==> src/rtl/fetch_ctrl_pkg.sv <==
// Shared types for the instruction-fetch sequencer: FSM states and
// redirect kinds. Redirect codes are ordered by priority so a plain
// magnitude compare picks the winner.
package fetch_ctrl_pkg;

  localparam int FETCH_ADDR_W = 32;

  typedef enum logic [1:0] {
    ST_RESET   = 2'd0,
    ST_FETCH   = 2'd1,
    ST_WAIT_ID = 2'd2
  } state_e;

  typedef enum logic [1:0] {
    RD_NONE = 2'd0,
    RD_BR   = 2'd1,
    RD_EXC  = 2'd2,
    RD_DBG  = 2'd3
  } redir_e;

  // Exception and debug redirects throw away in-flight and buffered words.
  function automatic logic is_flush(input redir_e k);
    return (k == RD_EXC) || (k == RD_DBG);
  endfunction

endpackage

==> src/rtl/fetch_ctrl_redirect_latch.sv <==
// Pending-redirect register. Holds at most one redirect; a newer request of
// higher priority replaces it, anything lower or equal is dropped. The
// output is the effective redirect for this cycle (pending merged with the
// live request), so a request can be applied in the cycle it arrives.
module redirect_latch
  import fetch_ctrl_pkg::*;
#(
  parameter int W = FETCH_ADDR_W
) (
  input  logic         clk,
  input  logic         rst_n,
  input  logic         br_req_i,
  input  logic [W-1:0] br_target_i,
  input  logic         exc_req_i,
  input  logic [W-1:0] exc_pc_i,
  input  logic         dbg_req_i,
  input  logic [W-1:0] dbg_pc_i,
  input  logic         clear_i,
  output logic [1:0]   kind_o,
  output logic [W-1:0] target_o
);

  redir_e         kind_q, kind_d, req_kind;
  logic [W-1:0]   tgt_q, tgt_d, req_tgt;

  // Pick the live request by priority, then merge it with the pending entry.
  always_comb begin
    req_kind = RD_NONE;
    req_tgt  = '0;
    if (dbg_req_i) begin
      req_kind = RD_DBG;
      req_tgt  = dbg_pc_i;
    end else if (exc_req_i) begin
      req_kind = RD_EXC;
      req_tgt  = exc_pc_i;
    end else if (br_req_i) begin
      req_kind = RD_BR;
      req_tgt  = br_target_i;
    end
    kind_d = kind_q;
    tgt_d  = tgt_q;
    if (req_kind > kind_q) begin
      kind_d = req_kind;
      tgt_d  = req_tgt;
    end
  end

  // Capture the merged redirect until the fetch boundary consumes it.
  always_ff @(posedge clk) begin
    if (!rst_n || clear_i) begin
      kind_q <= RD_NONE;
      tgt_q  <= '0;
    end else begin
      kind_q <= kind_d;
      tgt_q  <= tgt_d;
    end
  end

  assign kind_o   = kind_d;
  assign target_o = tgt_d;

endmodule

==> src/rtl/fetch_ctrl.sv <==
// IF-stage fetch sequencer: issues bus requests at pc_reg, hands words to ID
// through a registered buffer plus one skid entry, and decides when and
// where the pc unit advances.
//
// state      | meaning
// -----------+-----------------------------------------------------------
// ST_RESET   | one cycle after reset; bus idle, stray acks ignored
// ST_FETCH   | request outstanding at pc_reg, waiting for ibus_ack
// ST_WAIT_ID | fetched word parked in skid, ID stalled with buffer full
module fetch_ctrl
  import fetch_ctrl_pkg::*;
#(
  parameter int ADDR_W = FETCH_ADDR_W
) (
  input  logic              clk,
  input  logic              rst_n,
  input  logic [ADDR_W-1:0] pc_reg,
  output logic              ibus_req,
  output logic [ADDR_W-1:0] ibus_addr,
  input  logic              ibus_ack,
  input  logic [ADDR_W-1:0] ibus_rdata,
  input  logic              id_stall,
  input  logic              br_req,
  input  logic [ADDR_W-1:0] br_target,
  input  logic              exc_req,
  input  logic [ADDR_W-1:0] exc_pc,
  input  logic              dbg_req,
  input  logic [ADDR_W-1:0] dbg_pc,
  output logic              pc_enable,
  output logic              pc_is_branch,
  output logic              pc_is_exception,
  output logic              pc_is_debug,
  output logic [ADDR_W-1:0] pc_target,
  output logic              inst_valid,
  output logic [ADDR_W-1:0] inst,
  output logic [ADDR_W-1:0] inst_pc
);

  state_e            state_q;
  logic              inst_valid_q;
  logic [ADDR_W-1:0] inst_q, inst_pc_q;
  logic [ADDR_W-1:0] skid_inst_q, skid_pc_q;

  logic [1:0]        eff_kind_raw;
  redir_e            eff_kind, apply_kind;
  logic [ADDR_W-1:0] eff_target;
  logic              flush_eff, flush_req, buf_free;

  redirect_latch #(.W(ADDR_W)) u_redir (
    .clk        (clk),
    .rst_n      (rst_n),
    .br_req_i   (br_req),
    .br_target_i(br_target),
    .exc_req_i  (exc_req),
    .exc_pc_i   (exc_pc),
    .dbg_req_i  (dbg_req),
    .dbg_pc_i   (dbg_pc),
    .clear_i    (pc_enable),
    .kind_o     (eff_kind_raw),
    .target_o   (eff_target)
  );

  assign eff_kind  = redir_e'(eff_kind_raw);
  assign flush_eff = is_flush(eff_kind);
  assign flush_req = exc_req || dbg_req;
  assign buf_free  = !inst_valid_q || !id_stall;

  // Gated by rst_n so an asserted reset drops the request at once.
  assign ibus_req  = rst_n && (state_q == ST_FETCH);
  assign ibus_addr = ibus_req ? pc_reg : '0;

  // pc advance decode; combinational so pc_reg moves on the edge after the ack.
  always_comb begin
    pc_enable = 1'b0;
    if (rst_n) begin
      case (state_q)
        ST_FETCH:   pc_enable = ibus_ack && (flush_eff || buf_free);
        ST_WAIT_ID: pc_enable = flush_eff || !id_stall;
        default:    pc_enable = 1'b0;
      endcase
    end
    apply_kind      = pc_enable ? eff_kind : RD_NONE;
    pc_is_branch    = (apply_kind == RD_BR);
    pc_is_exception = (apply_kind == RD_EXC);
    pc_is_debug     = (apply_kind == RD_DBG);
    pc_target       = (apply_kind != RD_NONE) ? eff_target : '0;
  end

  // FSM with the output buffer and skid entry.
  always_ff @(posedge clk) begin
    if (!rst_n) begin
      state_q      <= ST_RESET;
      inst_valid_q <= 1'b0;
      inst_q       <= '0;
      inst_pc_q    <= '0;
      skid_inst_q  <= '0;
      skid_pc_q    <= '0;
    end else begin
      if (!id_stall) inst_valid_q <= 1'b0;
      case (state_q)
        ST_RESET: state_q <= ST_FETCH;
        ST_FETCH: begin
          if (ibus_ack && !flush_eff) begin
            if (buf_free) begin
              inst_valid_q <= 1'b1;
              inst_q       <= ibus_rdata;
              inst_pc_q    <= pc_reg;
            end else begin
              skid_inst_q <= ibus_rdata;
              skid_pc_q   <= pc_reg;
              state_q     <= ST_WAIT_ID;
            end
          end
        end
        ST_WAIT_ID: begin
          if (flush_eff) begin
            state_q <= ST_FETCH;
          end else if (!id_stall) begin
            inst_valid_q <= 1'b1;
            inst_q       <= skid_inst_q;
            inst_pc_q    <= skid_pc_q;
            state_q      <= ST_FETCH;
          end
        end
        default: state_q <= ST_RESET;
      endcase
      // Leaving WAIT_ID above already drops the skid on a flush.
      if (flush_req) inst_valid_q <= 1'b0;
    end
  end

  assign inst_valid = inst_valid_q;
  assign inst       = inst_q;
  assign inst_pc    = inst_pc_q;

endmodule
==> config.mk <==
export PLATFORM = sky130hd
export DESIGN_NAME = fetch_ctrl
export DESIGN_NICKNAME = d
export VERILOG_FILES = /design/src/rtl/fetch_ctrl_pkg.sv /design/src/rtl/fetch_ctrl_redirect_latch.sv /design/src/rtl/fetch_ctrl.sv
export SDC_FILE = /design/constraint.sdc
export NUM_CORES = 1
export LEC_CHECK = 0
export CORE_MARGIN = 2
export CORE_UTILIZATION = 49
export DETAILED_ROUTE_END_ITERATION = 16
export HOLD_SLACK_MARGIN = 0.15
export PLACE_DENSITY = 0.9
export SLEW_MARGIN = 10
export SYNTH_ARGS = -nofsm -noshare
export SYNTH_HDL_FRONTEND = slang
export SYNTH_SLANG_ARGS = --single-unit
==> constraint.sdc <==
create_clock -name clk -period 6.85 [get_ports clk]
set_input_delay 1.0275 -clock clk [delete_from_list [all_inputs] [get_ports clk]]
set_output_delay 1.0275 -clock clk [all_outputs]
set_load 0.01 [all_outputs]
==> results.ini <==
[status]
run_status=finished clean

[timing]
maxSlewHeadroom=0.280
rsz0062_at_grt=no
hold_violations=0
period_share=0.830
fmax_ghz=0.176
slew_violations=0
max_slew.worst_pin.slew_ns=1.08
post-route-min-period_ns=5.69
clock_skew_ns=0.0138
setup_viol=0
tns_ns=0

[logic_synthesis]
synthCells=928
ys.flop_type=dfxtp_1
syn_nets=1103
synth_seq_cells=165
ys_seq_area_frac=0.406
yosysTopAreaCell=dfxtp_1
synth_cell_types=39
synth.top_cells.by_count=dfxtp_1 (165), nand2_1 (132), mux2i_1 (98)
syn_area_um2=8140
synthArstFlopShare=0
yosysWarnings=0
synth_top_area_frac=0.406
synth-edff-count=0
avgSynthCellArea_um2=8.77
ys_top_cells_by_area=dfxtp_1 (41%), mux2i_1 (12%), o211a_1 (7.9%)
synth.most_common_cell=dfxtp_1

[cts]
cts-hold-fix-buffers=0
clk_pin_slew_ns=0.06
post_cts_buffers=0
cts_sinks=165
cts_buffers=17
cts-resized-gates=0
htree_num_levels=4
cts_tree=built
clockRootBuffer=clkbuf_16
clock_latency_ns=0.43
cts_buffer_depth=2

[layout]
area_delta_synth_final_pct=44.0
fin_nets=1342
drive_gt1_frac=0.0483
diodes=0
fillers=1231

[power]
vdd_drop_max_mv=0.249
p_per_area_nw_per_um2=344
power_mw=4.03
leakagePower_nw=4.90

[floorplan]
die_w_um=133
rows=47
die_height_um=133
core_um2=16400
initial_utilization=0.496
die-area_um2=17700
boundaryPins=301

[routing]
via_count=7832
vias_per_cell=5.59
dr.first_iter.drc_count=497
first_pass_iters=5
drc=0
wl_per_cell_um=17.9
ant_nets=0
drt_wl_total_um=25000

[global_route]
grtUsageMet3=0.0946
grt_pass1_vias=7324
grtUsageTotal=0.273
antenna_found_initial=1
overflow=0
grt_start_max_net_pins=78
grt_first_pass_wirelength_um=38500
grtUsageMet1=0.317
grt-busiest-layer=met2
grt_use_met2=0.461

[hold_path]
worstHoldEndpoint=skid_pc_q[9]$_SDFFE_PN0P_
hold_depth=2
hp-start=skid_pc_q[9]$_SDFFE_PN0P_
min_path_type=reg -> reg

[critical_path]
r2r-start=state_q[1]$_SDFFE_PN0P_
cp.required_ns=5.82
reg2reg_depth=8
start_kind=primary input
regToRegEndpoint=inst[18]$_SDFFE_PN0P_
path_max_fanout=34
worstPathArrival_ns=4.66
critical_path_class=in -> out
rrSetupSlack_ns=3.77
endpoint_kind=output port

[placed_design]
gp_congestion=0.854
place.port_buffers=300
dp_hpwl_um=16600

[run]
cap_violations=0

## worst max-delay path, cell delays in order
cell             delay, ns
clkdlybuf4s50_1       0.46
buf_4                 0.34
nand2b_1              0.15
and2_1                0.18
ha_1                  0.26
nor2b_1               0.17
or2_2                 0.86
o211ai_2              0.16
buf_4                 0.28
nor2_1                0.16
clkdlybuf4s50_1       0.58
## registers in the layout, summed over array words and instances (netlist names)
name            count
u_redir.tgt_q      32
inst_valid          1
skid_inst_q        32
inst_pc            32
inst               32
u_redir.kind_q      2
skid_pc_q          32
state_q             2
## power breakdown
part	total [mW]	internal [mW]	switching, mW
clock network	0.971	0.563	0.408
logic	1.75	0.856	0.896
registers	1.31	1.19	0.116
## layout by cell type (no fill, tap or decap), drive strengths merged, types with 8 or more instances in the layout
cell           Yosys  layout
mux2i             98      98
inv                7      12
clkdlybuf4s50      0     298
nand2            132     132
nand3b            32      32
a2bb2oi           32      32
buf               50      15
ha                 8       8
nor2              72      72
a21boi            66      66
o211a             64      64
a21oi             34      34
dfxtp            165     165
clkbuf            43      20
and3              32      32
nand3             66      66
## worst max path at each step
stage            start              end  slack (ns)
2_1_floorplan  exc_req  pc_is_exception        2.81
3_3_place_gp    br_req    pc_target[16]        1.30
3_5_place_dp    br_req    pc_target[28]        1.18
4_1_cts         br_req    pc_target[28]        1.18
5_1_grt        dbg_req     pc_target[2]        0.97
6_report        br_req    pc_target[28]        1.16
## through the flow
| stage | hold WS [ns] | instances | instance area, um2 | setup slack [ns] | util |
|---|---|---|---|---|---|
| global route | 0.471 | 1400 | 11700 | 0.969 | 0.714 |
| floorplan | 0.435 | 928 | 8140 | 2.81 | - |
| finish | 0.454 | 1400 | 11700 | 1.16 | 0.714 |
| detailed placement | 0.447 | 1368 | 11100 | 1.18 | 0.678 |
| global placement | 0.440 | 1368 | 11100 | 1.30 | 0.678 |
| CTS | 0.456 | 1400 | 11700 | 1.18 | 0.714 |
## final cells by class
type / count / area (um2) / share of cell area
inverters: 8 / 30.0 / 0.00256
clock buffers: 20 / 457 / 0.0390
well taps: 220 / 275 / 0.0235
multi-input cells: 662 / 4420 / 0.377
flip-flops and latches: 165 / 3300 / 0.282
repair buffers: 313 / 3090 / 0.264
clock inverters: 12 / 141 / 0.0121
## cell families (layout without fill, tap and decap cells)
logic type	after synthesis	after routing	share of synthesized area
buffers and inverters	101	353	0.0552
AO/OA/AOI/OAI	207	207	0.206
flip-flops	165	165	0.406
multiplexers	98	98	0.120
AND/OR/NAND/NOR	349	349	0.201
adder cells (fa/ha/maj)	8	8	0.0123
## routing by layer
layer	wire length [um]	part of all wire
met3	2250	0.090
met4	708	0.028
met1	9850	0.39
met2	12200	0.49
met5	13	0.00052
(Power assumes the default switching activity.)
